[src/rtl/receiver_pkg.sv]
// Shared UART definitions used by both the transmitter and the receiver:
// default bit period, receiver FSM encoding and counter sizing.
package receiver_pkg;

    localparam int UART_CLKS_PER_BIT = 868;

    localparam logic [2:0] ST_IDLE  = 3'd0;
    localparam logic [2:0] ST_START = 3'd1;
    localparam logic [2:0] ST_DATA  = 3'd2;
    localparam logic [2:0] ST_STOP  = 3'd3;
    localparam logic [2:0] ST_BREAK = 3'd4;

    // Smallest counter width that can hold clks_per_bit-1.
    function automatic int cnt_width(input int clks_per_bit);
        return (clks_per_bit > 1) ? $clog2(clks_per_bit) : 1;
    endfunction

endpackage

[src/rtl/receiver_sync_2ff.sv]
// Two-flop synchronizer for the asynchronous serial line; resets to the
// line's idle level so a reset never looks like a start bit.
module sync_2ff #(
    parameter logic RESET_VAL = 1'b1
) (
    input  logic clk,
    input  logic rst,
    input  logic d,
    output logic q
);

    logic meta_d, meta_q;
    logic sync_d, sync_q;

    always_comb begin
        meta_d = d;
        sync_d = meta_q;
    end

    always_ff @(posedge clk) begin
        if (rst) begin
            meta_q <= RESET_VAL;
            sync_q <= RESET_VAL;
        end else begin
            meta_q <= meta_d;
            sync_q <= sync_d;
        end
    end

    assign q = sync_q;

endmodule

[src/rtl/receiver.sv]
// 8N1 UART receiver: samples mid-bit, holds the last good byte until read,
// flags bad stop bits and overwritten unread bytes.
module receiver
    import receiver_pkg::*;
#(
    parameter int CLKS_PER_BIT = UART_CLKS_PER_BIT,
    parameter int HALF_BIT     = CLKS_PER_BIT / 2
) (
    input  logic       clk,
    input  logic       rst,
    input  logic       rx,
    input  logic       rd,
    output logic [7:0] data_out,
    output logic       data_valid,
    output logic       busy,
    output logic       frame_err,
    output logic       overrun
);

    localparam int CNT_W = cnt_width(CLKS_PER_BIT);
    localparam logic [CNT_W-1:0] BIT_END  = CNT_W'(CLKS_PER_BIT - 1);
    localparam logic [CNT_W-1:0] HALF_END = CNT_W'(HALF_BIT - 1);

    logic             rx_s;
    logic [2:0]       state_d, state_q;
    logic [CNT_W-1:0] cnt_d, cnt_q;
    logic [2:0]       bit_idx_d, bit_idx_q;
    logic [7:0]       shift_d, shift_q;
    logic [7:0]       data_d, data_q;
    logic             valid_d, valid_q;
    logic             overrun_d, overrun_q;
    logic             frame_err_d, frame_err_q;
    logic             frame_good;
    logic             rd_take;

    sync_2ff #(.RESET_VAL(1'b1)) u_sync (
        .clk (clk),
        .rst (rst),
        .d   (rx),
        .q   (rx_s)
    );

    always_comb begin
        state_d     = state_q;
        cnt_d       = cnt_q;
        bit_idx_d   = bit_idx_q;
        shift_d     = shift_q;
        data_d      = data_q;
        valid_d     = valid_q;
        overrun_d   = overrun_q;
        frame_err_d = 1'b0;
        frame_good  = 1'b0;
        rd_take     = rd && valid_q;

        case (state_q)
            ST_IDLE: begin
                cnt_d = '0;
                if (!rx_s) begin
                    state_d = ST_START;
                end
            end
            ST_START: begin
                if (cnt_q == HALF_END) begin
                    cnt_d = '0;
                    if (rx_s) begin
                        state_d = ST_IDLE;
                    end else begin
                        state_d   = ST_DATA;
                        bit_idx_d = 3'd0;
                    end
                end else begin
                    cnt_d = cnt_q + CNT_W'(1);
                end
            end
            ST_DATA: begin
                if (cnt_q == BIT_END) begin
                    cnt_d            = '0;
                    shift_d[bit_idx_q] = rx_s;
                    if (bit_idx_q == 3'd7) begin
                        state_d = ST_STOP;
                    end else begin
                        bit_idx_d = bit_idx_q + 3'd1;
                    end
                end else begin
                    cnt_d = cnt_q + CNT_W'(1);
                end
            end
            ST_STOP: begin
                if (cnt_q == BIT_END) begin
                    cnt_d = '0;
                    if (rx_s) begin
                        frame_good = 1'b1;
                        state_d    = ST_IDLE;
                    end else begin
                        frame_err_d = 1'b1;
                        state_d     = ST_BREAK;
                    end
                end else begin
                    cnt_d = cnt_q + CNT_W'(1);
                end
            end
            // A held-low line must go high before another start bit counts.
            ST_BREAK: begin
                cnt_d = '0;
                if (rx_s) begin
                    state_d = ST_IDLE;
                end
            end
            default: begin
                state_d = ST_IDLE;
                cnt_d   = '0;
            end
        endcase

        // A read landing together with a new byte counts as consuming the old one.
        if (frame_good) begin
            data_d  = shift_q;
            valid_d = 1'b1;
            if (rd_take) begin
                overrun_d = 1'b0;
            end else if (valid_q) begin
                overrun_d = 1'b1;
            end
        end else if (rd_take) begin
            valid_d   = 1'b0;
            overrun_d = 1'b0;
        end
    end

    always_ff @(posedge clk) begin
        if (rst) begin
            state_q     <= ST_IDLE;
            cnt_q       <= '0;
            bit_idx_q   <= 3'd0;
            shift_q     <= 8'h00;
            data_q      <= 8'h00;
            valid_q     <= 1'b0;
            overrun_q   <= 1'b0;
            frame_err_q <= 1'b0;
        end else begin
            state_q     <= state_d;
            cnt_q       <= cnt_d;
            bit_idx_q   <= bit_idx_d;
            shift_q     <= shift_d;
            data_q      <= data_d;
            valid_q     <= valid_d;
            overrun_q   <= overrun_d;
            frame_err_q <= frame_err_d;
        end
    end

    assign data_out   = data_q;
    assign data_valid = valid_q;
    assign busy       = (state_q != ST_IDLE);
    assign frame_err  = frame_err_q;
    assign overrun    = overrun_q;

endmodule

[config.mk]
export PLATFORM = sky130hd
export DESIGN_NAME = receiver
export DESIGN_NICKNAME = d
export VERILOG_FILES = /design/src/rtl/receiver_pkg.sv /design/src/rtl/receiver_sync_2ff.sv /design/src/rtl/receiver.sv
export SDC_FILE = /design/constraint.sdc
export NUM_CORES = 1
export LEC_CHECK = 0
export BUFFER_PORTS_ARGS = -buffer_cell sky130_fd_sc_hd__buf_4
export CORE_UTILIZATION = 27
export CTS_BUF_LIST = sky130_fd_sc_hd__clkbuf_4 sky130_fd_sc_hd__clkbuf_8
export CTS_CLUSTER_SIZE = 12
export DETAILED_ROUTE_END_ITERATION = 16
export PLACE_DENSITY_LB_ADDON = 0.08
export REMOVE_ABC_BUFFERS = 1
export SLEW_MARGIN = 10
export SYNTH_ARGS = -nofsm -noshare
export SYNTH_HDL_FRONTEND = slang
export SYNTH_SLANG_ARGS = --single-unit
[constraint.sdc]
create_clock -name clk -period 3.3 [get_ports clk]
set_input_delay 0.495 -clock clk [delete_from_list [all_inputs] [get_ports clk]]
set_output_delay 0.495 -clock clk [all_outputs]
set_load 0.01 [all_outputs]
# Word-level counts from Yosys, hierarchy flattened
# Cells that the tools add are included.
word_totals:
  inputBits: 4
  ff_bits: 37
  output_inout_bits: 12
  ram_bits: 0
  word_cells: 73
  memories: 0
  latchBits: 0
  mem_bits_ro: 0
op_classes:
  n_eq_ne: 15
  bitwise_logic: 2
  n_reduce_logical: 13
  mul: 0
  div_mod_pow: 0
  shift: 0
  n_lt_le_gt_ge: 2
  add_sub_neg: 2
  n_mux: 29
op_table:
  columns: ["operator", "n"]
  rows:
  - ["3-bit two-way mux", 11]
  - ["10-bit two-way mux", 2]
  - ["10-bit case mux with 2 select lines", 1]
  - ["3-bit case mux with 5 select lines", 1]
  - ["2-bit != test, second input constant", 7]
  - ["10-bit by 1-bit adder with 10-bit output, second input constant", 1]
  - ["10-bit == test, second input constant", 1]
  - ["10-bit by 9-bit == test with 1-bit output, second input constant", 1]
  - ["1-bit two-way mux", 10]
  - ["8-bit bitwise mux", 1]
  - ["3-bit by 2-bit == test with 1-bit output, second input constant", 2]
  - ["3-bit == test, second input constant", 2]
  - ["3-bit case mux with 2 select lines", 1]
  - ["6-bit AND reduction", 1]
  - ["2-bit nonzero test", 3]
  - ["5-bit AND reduction", 1]
  - ["3-bit by 4-bit < comparator with 1-bit output, second input constant", 1]
  - ["2-bit AND reduction", 2]
  - ["3-bit by 1-bit adder with 3-bit output, second input constant", 1]
  - ["1-bit demux with 3-bit select", 1]
  - ["3-bit by 1-bit == test with 1-bit output, second input constant", 1]
  - ["3-bit by 1-bit >= comparator with 1-bit output, second input constant", 1]
  - ["3-bit logical NOT", 1]
  - ["3-bit nonzero test", 1]
  - ["6 further kinds", 8]

# Logic depth before layout (Yosys ltp)
# Gate-level depths: netlist of run 1.
logic_depth:
  depth_word: 5
  ltp_mapped: 8

# Modules after synthesis
# From an unflattened synthesis of run 1, not the netlist that was laid out.
unflattened:
  cells_unflattened: 179
  area_unflattened_um2: 1697.9
modules_own_cells:
  columns: ["mod", "cells_per_inst", "area_each_um2", "instances"]
  rows:
  - ["receiver", 175, 1645.3, 1]
  - ["sync_2ff", 4, 52.6, 1]

# Worst setup path before layout of run 1
# Ideal clock, no wire load.
synth_path:
  path_type: "flip-flop to flip-flop"
  from: "register cnt_q[0]"
  to: "register cnt_q[4]"
  path_buffers: 1
  arrival_ps: 1880
  synth_period_minus_slack_ps: 1942
  stages_incl_launch_ff: 8
  slack_ps: 1358
  path_cell_list: "dfxtp_1 ha_1 and4bb_2 nand3_1 a21oi_2 or4_4 buf_6 nor2_2"
synth_between:
  elab_chain_cells: 3
synth_lines:
  columns: ["item", "line_no", "rtl"]
  rows:
  - ["start, declared", "receiver.sv:26", "logic [CNT_W-1:0] cnt_d, cnt_q;"]
  - ["start signal, assigned", "receiver.sv:142", "cnt_q <= cnt_d;"]
  - ["10-bit by 1-bit adder with 10-bit output (tied with other cells)", "receiver.sv:72, receiver.sv:85, receiver.sv:99", null]
  - ["10-bit two-way mux, on equally long branches", "receiver.sv:76, receiver.sv:89, receiver.sv:63", null]
  - ["10-bit case mux with 2 select lines (*)", "receiver.sv:55", "case (state_q)"]
# Every way passes the cells marked *; elsewhere a longest branch is shown, timed or not.
# A chain may end at the register's enable or synchronous reset.

# Worst setup path after layout of run 1
layout_path:
  from: "register state_q[0]"
  to: "register cnt_q[7]"
layout_between:
  elab_chain_cells: 3
layout_lines:
  columns: ["item", "line_no", "rtl"]
  rows:
  - ["start, declared", "receiver.sv:25", "logic [2:0] state_d, state_q;"]
  - ["start signal, assigned", "receiver.sv:141", "state_q <= state_d;"]
  - ["3-bit by 2-bit == test with 1-bit output", "receiver.sv:55", null]
  - ["2-bit OR reduction (no line)", null, null]
  - ["10-bit case mux with 2 select lines (*)", "receiver.sv:55", null]
# Marks and branches as above.

==> results.cfg, run 1 <==
[worst_setup_path]
cpPeakStageDelay_ns = 0.63
slowest_stage = or4_4
crit_required_ns = 3.53
worstSetupEndpointType = register
cp_top_family = simple AND/OR/NAND/NOR gates
r2r-start = state_q[0]$_SDFFE_PP0P_
path_buf_inv = 0
r2r_end = cnt_q[7]$_SDFF_PP0_
r2r_cells = 5
crit_fanout = 11
crit_start = state_q[0]$_SDFFE_PP0P_
crit_chain = or3b_4, a41oi_4, a21oi_2, or4_4, nor2_2
crit_arrival_ns = 2.39
r2r_slack_ns = 1.13
startpoint_type = register
critical_path_class = register to register

[routing]
remaining_drc_errors = 0
via_count = 1221
dr.pass1.iters = 4
routed_wl_um = 3290
drtIter0Drc = 33
avgViaCountPerCell = 4.66
antenna_left = 0
wl_per_cell_um = 12.5

[floorplan]
initial_core_util_pct = 28.6
core_sq_um = 6030
die_h_um = 81.9
ioPinCount = 16
std_cell_rows = 28
die-area_sq_um = 6700
fp.dieW_um = 81.9

[yosys]
async_flop_share_pct = 0
syn_inst = 176
yosysTopAreaCellShare_pct = 43.0
synth-compound-area-share_pct = 7.19
muxShareOfSynthArea_pct = 11.6
syn-cell-area_sq_um = 1720
synthTopCellsByArea = dfxtp_1, mux2i_1, nor2_1
yosysMostFrequentCell = dfxtp_1
synth_common_cells = dfxtp_1, nor2_1, mux2i_1, nor2_2, clkbuf_1
synth-xor-area-share_pct = 4.07
synth_cell_type_count = 40
yosys.area_share.simple_pct = 27.5
ys_seq_area_share_pct = 43.0
synth_top_family_by_area = simple AND/OR/NAND/NOR gates
synth_flop_cell = dfxtp_1
synth_top_cell_by_area = dfxtp_1
syn_area_per_cell_sq_um = 9.79
ys_seq_elements = 37
synth-edff-count = 0
synth-warning-count = 0
synthAdderAreaFrac_pct = 2.90

[clock_tree]
cts.sinks = 37
cts_made_buffers = 5
clk_pin_slew_ns = 0.07
post-cts-setup-buffers = 0
ctsLongestPathBuffers = 2
clk_latency_ns = 0.29
postCtsHoldBufs = 0
root_buffer = clkbuf_8
tritoncts = built
cts_resized = 0
htree_num_levels = 2

[global_routing]
antenna_found_initial = 0
grt_pass1_vias = 1248
grt_max_degree = 29
grt_usage_pct = 11.7
grt_pass1_wl_um = 5790
overflow = 0

[sta]
hold_viol = 0
setup_viol = 0
worst_pin_slew_ns = 0.472
slew_headroom_pct = 68.1
grt_setup_unrepaired = no
fin_crit_ns = 2.17
final.setup_skew_ns = 0.00767
setup_ws_ns = 1.13
fin_setup_tns_ns = 0
whs_ns = 0.389
finalMaxSlewViolations = 0
post-route-period-util_pct = 65.6
clock.fmax_mhz = 462

[placement]
finalWeightedCongestion = 0.785
dp_hpwl_um = 2320
dp_slack_ns = 1.14
port_buffers = 15

[outcome]
status = finished, final reports clean

[power]
power.leakage_nw = 0.713
p_sw_share_pct = 24.4
power_density_nw_per_um2 = 438
combPwrFrac_pct = 8.5
p_switching_mw = 0.210
p_int_mw = 0.650
seq_power_share_pct = 53.9
irDropWorstVdd_mv = 0.159
clkPwrFrac_pct = 37.6
power_mw = 0.860

[final_layout]
nNetsFinal = 195
synthToLayoutAreaGrowth_pct = 13.9
diodes = 0
fillers = 648
regArea_sq_um = 741
multi_input_area_sq_um = 917
drive_above_1_share_pct = 23.0

[worst_hold_path]
min_path_cells = 2
hold_end = u_sync.meta_q$_SDFF_PP1_
min_from = rx
hold_path.class = input pin to register

[flow_run]
drv_cap = 0
## layout make-up
cell class,count,area share [%]
tap,75,4.78
clock buffer,6,4.21
sequential,37,37.8
timing repair buffer,15,5.74
clock inverter,1,0.383
multi-input combinational,126,46.7
inverter,2,0.383
## worst reg2reg max path: stages (launching register included)
cell and delay (ns):
dfxtp_1 0.53, or3b_4 0.46, a41oi_4 0.24, a21oi_2 0.12, or4_4 0.63, nor2_2 0.14
## logic make-up after synthesis
group / after synthesis
AO/OA/AOI/OAI: 12
XOR/XNOR: 8
adder cells (fa/ha/maj): 4
buffers and inverters: 13
flip-flops: 37
multiplexers: 20
AND/OR/NAND/NOR: 82
## layer usage
layer / vias to the layer above / part of all wire, % / global-route usage, %
met4: 0 / 1.5 / 4.74
met2: 14 / 49 / 19.4
met3: 5 / 3.0 / 4.00
met1: 576 / 46 / 13.8
met5: - / 0 / 0
li1: 626 / - / -
## metrics by stage
step	utilization, %	instance area [sq um]	instances
2_1_floorplan	-	1670	165
3_5_place_dp	31.1	1870	255
5_1_grt	32.6	1960	262
6_report	32.6	1960	262
4_1_cts	32.6	1960	262
3_3_place_gp	31.1	1870	255
## cell usage in the layout (no fill, tap or decap), types with 2 or more instances in the layout
master,instances
nor3b_2,2
clkbuf_8,6
and2_1,3
or2_2,2
nand3_1,7
ha_1,4
nand4b_1,2
mux2i_1,20
buf_4,15
or3_1,2
nor4b_1,2
nand4_1,2
nor2_2,10
nand2_1,7
and4_1,3
nand2b_1,2
nor3_1,2
inv_1,2
nor2_1,27
dfxtp_1,37
xor2_1,3
xnor2_1,5
a21oi_1,5
## worst max-delay path by stage
stage	cells past startpoint	endpoint	slack [ns]
finish	5	cnt_q[7]$_SDFF_PP0_	1.13
detailed placement	5	cnt_q[8]$_SDFF_PP0_	1.14
global route	5	cnt_q[5]$_SDFF_PP0_	1.02
CTS	5	cnt_q[7]$_SDFF_PP0_	1.11
floorplan	5	cnt_q[2]$_SDFF_PP0_	1.34
global placement	5	cnt_q[2]$_SDFF_PP0_	1.18
## registers in the layout, indices dropped and copies added (netlist names)
| signal | cells |
|---|---|
| u_sync.meta_q | 1 |
| state_q | 3 |
| u_sync.q | 1 |
| bit_idx_q | 3 |
| shift_q | 8 |
| frame_err | 1 |
| data_out | 8 |
| data_valid | 1 |
| cnt_q | 10 |
| overrun | 1 |
## power groups by stage
stage               Combinational (mW)  Sequential, mW  Clock, mW
CTS                             0.0742           0.463      0.340
global route                    0.0815           0.465      0.363
floorplan                       0.0533           0.470          0
global placement                0.0728           0.473          0
detailed placement              0.0740           0.474          0
finish                          0.0733           0.463      0.323
Note: power is estimated with default switching activity, not from simulation.
==> inputs of run 2 (changes only) <==
==> constraint.sdc (replaced) <==
create_clock -name clk -period 2 [get_ports clk]
set_input_delay 0.3 -clock clk [delete_from_list [all_inputs] [get_ports clk]]
set_output_delay 0.3 -clock clk [all_outputs]
set_load 0.01 [all_outputs]
==> results.cfg, run 2 (synthesis results as in run 1) <==
[final_layout]
fin_cells = 278
final_common_cell = dfxtp_1
final_cell_mix = dfxtp_1, buf_4, nor2_1
largest_reg_flops = 10
synthToLayoutAreaGrowth_pct = 23.7
design_area_sq_um = 2130
diodes = 0
fin_util_pct = 35.4
drive_above_1_share_pct = 30.0
nNetsFinal = 210
top_register = cnt_q

[worst_setup_path]
crit_fanout = 10
worstSetupEndpointType = register
critical_path_class = register to register
crit_required_ns = 2.22
startpoint_type = register
crit_arrival_ns = 2.09

[routing]
dr.pass1.iters = 4
avgViaCountPerCell = 4.62
wl_per_cell_um = 12.2
routed_wl_um = 3380
via_count = 1284
drtIter0Drc = 40
remaining_drc_errors = 0
antenna_left = 0

[global_routing]
grt_pass1_vias = 1278
overflow = 0
antenna_found_initial = 0
grt_usage_pct = 11.8
grt_max_degree = 29
grt_pass1_wl_um = 5950

[floorplan]
ioPinCount = 16
die-area_sq_um = 6700
core_sq_um = 6030
die_h_um = 81.9
std_cell_rows = 28
initial_core_util_pct = 28.6
fp.dieW_um = 81.9

[power]
seq_power_share_pct = 48.3
power_density_nw_per_um2 = 731
p_int_mw = 1.21
power_mw = 1.56
power.leakage_nw = 0.809
combPwrFrac_pct = 9.9
clkPwrFrac_pct = 41.7
irDropWorstVdd_mv = 0.347
p_switching_mw = 0.351
p_sw_share_pct = 22.5

[clock_tree]
ctsLongestPathBuffers = 2
postCtsHoldBufs = 0
htree_num_levels = 2
tritoncts = built
clk_pin_slew_ns = 0.07
post-cts-setup-buffers = 0
cts_made_buffers = 5
root_buffer = clkbuf_8
cts.sinks = 37
clk_latency_ns = 0.29

[placement]
dp_slack_ns = -0.0682
placed_cells = 270
port_buffers = 15
postPlaceCellArea_sq_um = 2000
finalWeightedCongestion = 0.815
dp_hpwl_um = 2440

[worst_hold_path]
hold_path.class = input pin to register

[sta]
worst_pin_slew_ns = 0.395
clock.fmax_mhz = 536
slew_headroom_pct = 73.6
setup_viol = 0
finalMaxSlewViolations = 0
fin_setup_tns_ns = 0
fin_crit_ns = 1.87
setup_ws_ns = 0.133
final.setup_skew_ns = 0.00988
hold_viol = 0
whs_ns = 0.193
grt_setup_unrepaired = no
post-route-period-util_pct = 93.3

[outcome]
status = finished, final reports clean

[flow_run]
drv_cap = 0
[run 2: worst paths after layout]
kind                         endpoint  slack (ns)                     start  cells past startpoint
max               cnt_q[4]$_SDFF_PP0_        0.13       cnt_q[1]$_SDFF_PP0_                      7
min          u_sync.meta_q$_SDFF_PP1_        0.19                        rx                      2
max reg2reg       cnt_q[4]$_SDFF_PP0_        0.13       cnt_q[1]$_SDFF_PP0_                      7
min reg2reg       u_sync.q$_SDFF_PP1_        0.41  u_sync.meta_q$_SDFF_PP1_                      1
[run 2: area by class of cell]
type	instances	area, sq um
clock buffers	6	76.3
clock inverters	2	38.8
fillers	638	3890
inverters	2	7.51
multi-input cells	126	937
flip-flops and latches	37	741
well taps	75	93.8
repair buffers	30	238
[run 2: power by group through the flow]
stage	clock network (mW)	logic [mW]	registers (mW)
floorplan	0	0.0879	0.776
global placement	0	0.155	0.770
detailed placement	0	0.157	0.770
global route	0.720	0.169	0.755
CTS	0.684	0.157	0.753
finish	0.650	0.155	0.753
[run 2: worst max-delay path: stages (launching register included)]
cell and delay [ns]:
dfxtp_1 0.39, inv_1 0.07, ha_1 0.19, nor4bb_4 0.16
a41oi_4 0.27, a21oi_2 0.06, or4_4 0.54, nor2_2 0.14
[run 2: layer usage]
metal | track usage [%] | up-vias | share of wire, %
met5 | 0 | - | 0
met2 | 19.8 | 16 | 50
met4 | 4.21 | 0 | 0.68
li1 | - | 659 | -
met3 | 3.33 | 2 | 3.3
met1 | 14.3 | 607 | 46
[run 2: what timing repair did]
action,CTS,global route
endpoints found under the setup margin,3,15
gates cloned,0,0
pin swaps,0,3
endpoints found under the hold margin,0,0
resized for setup,1,2
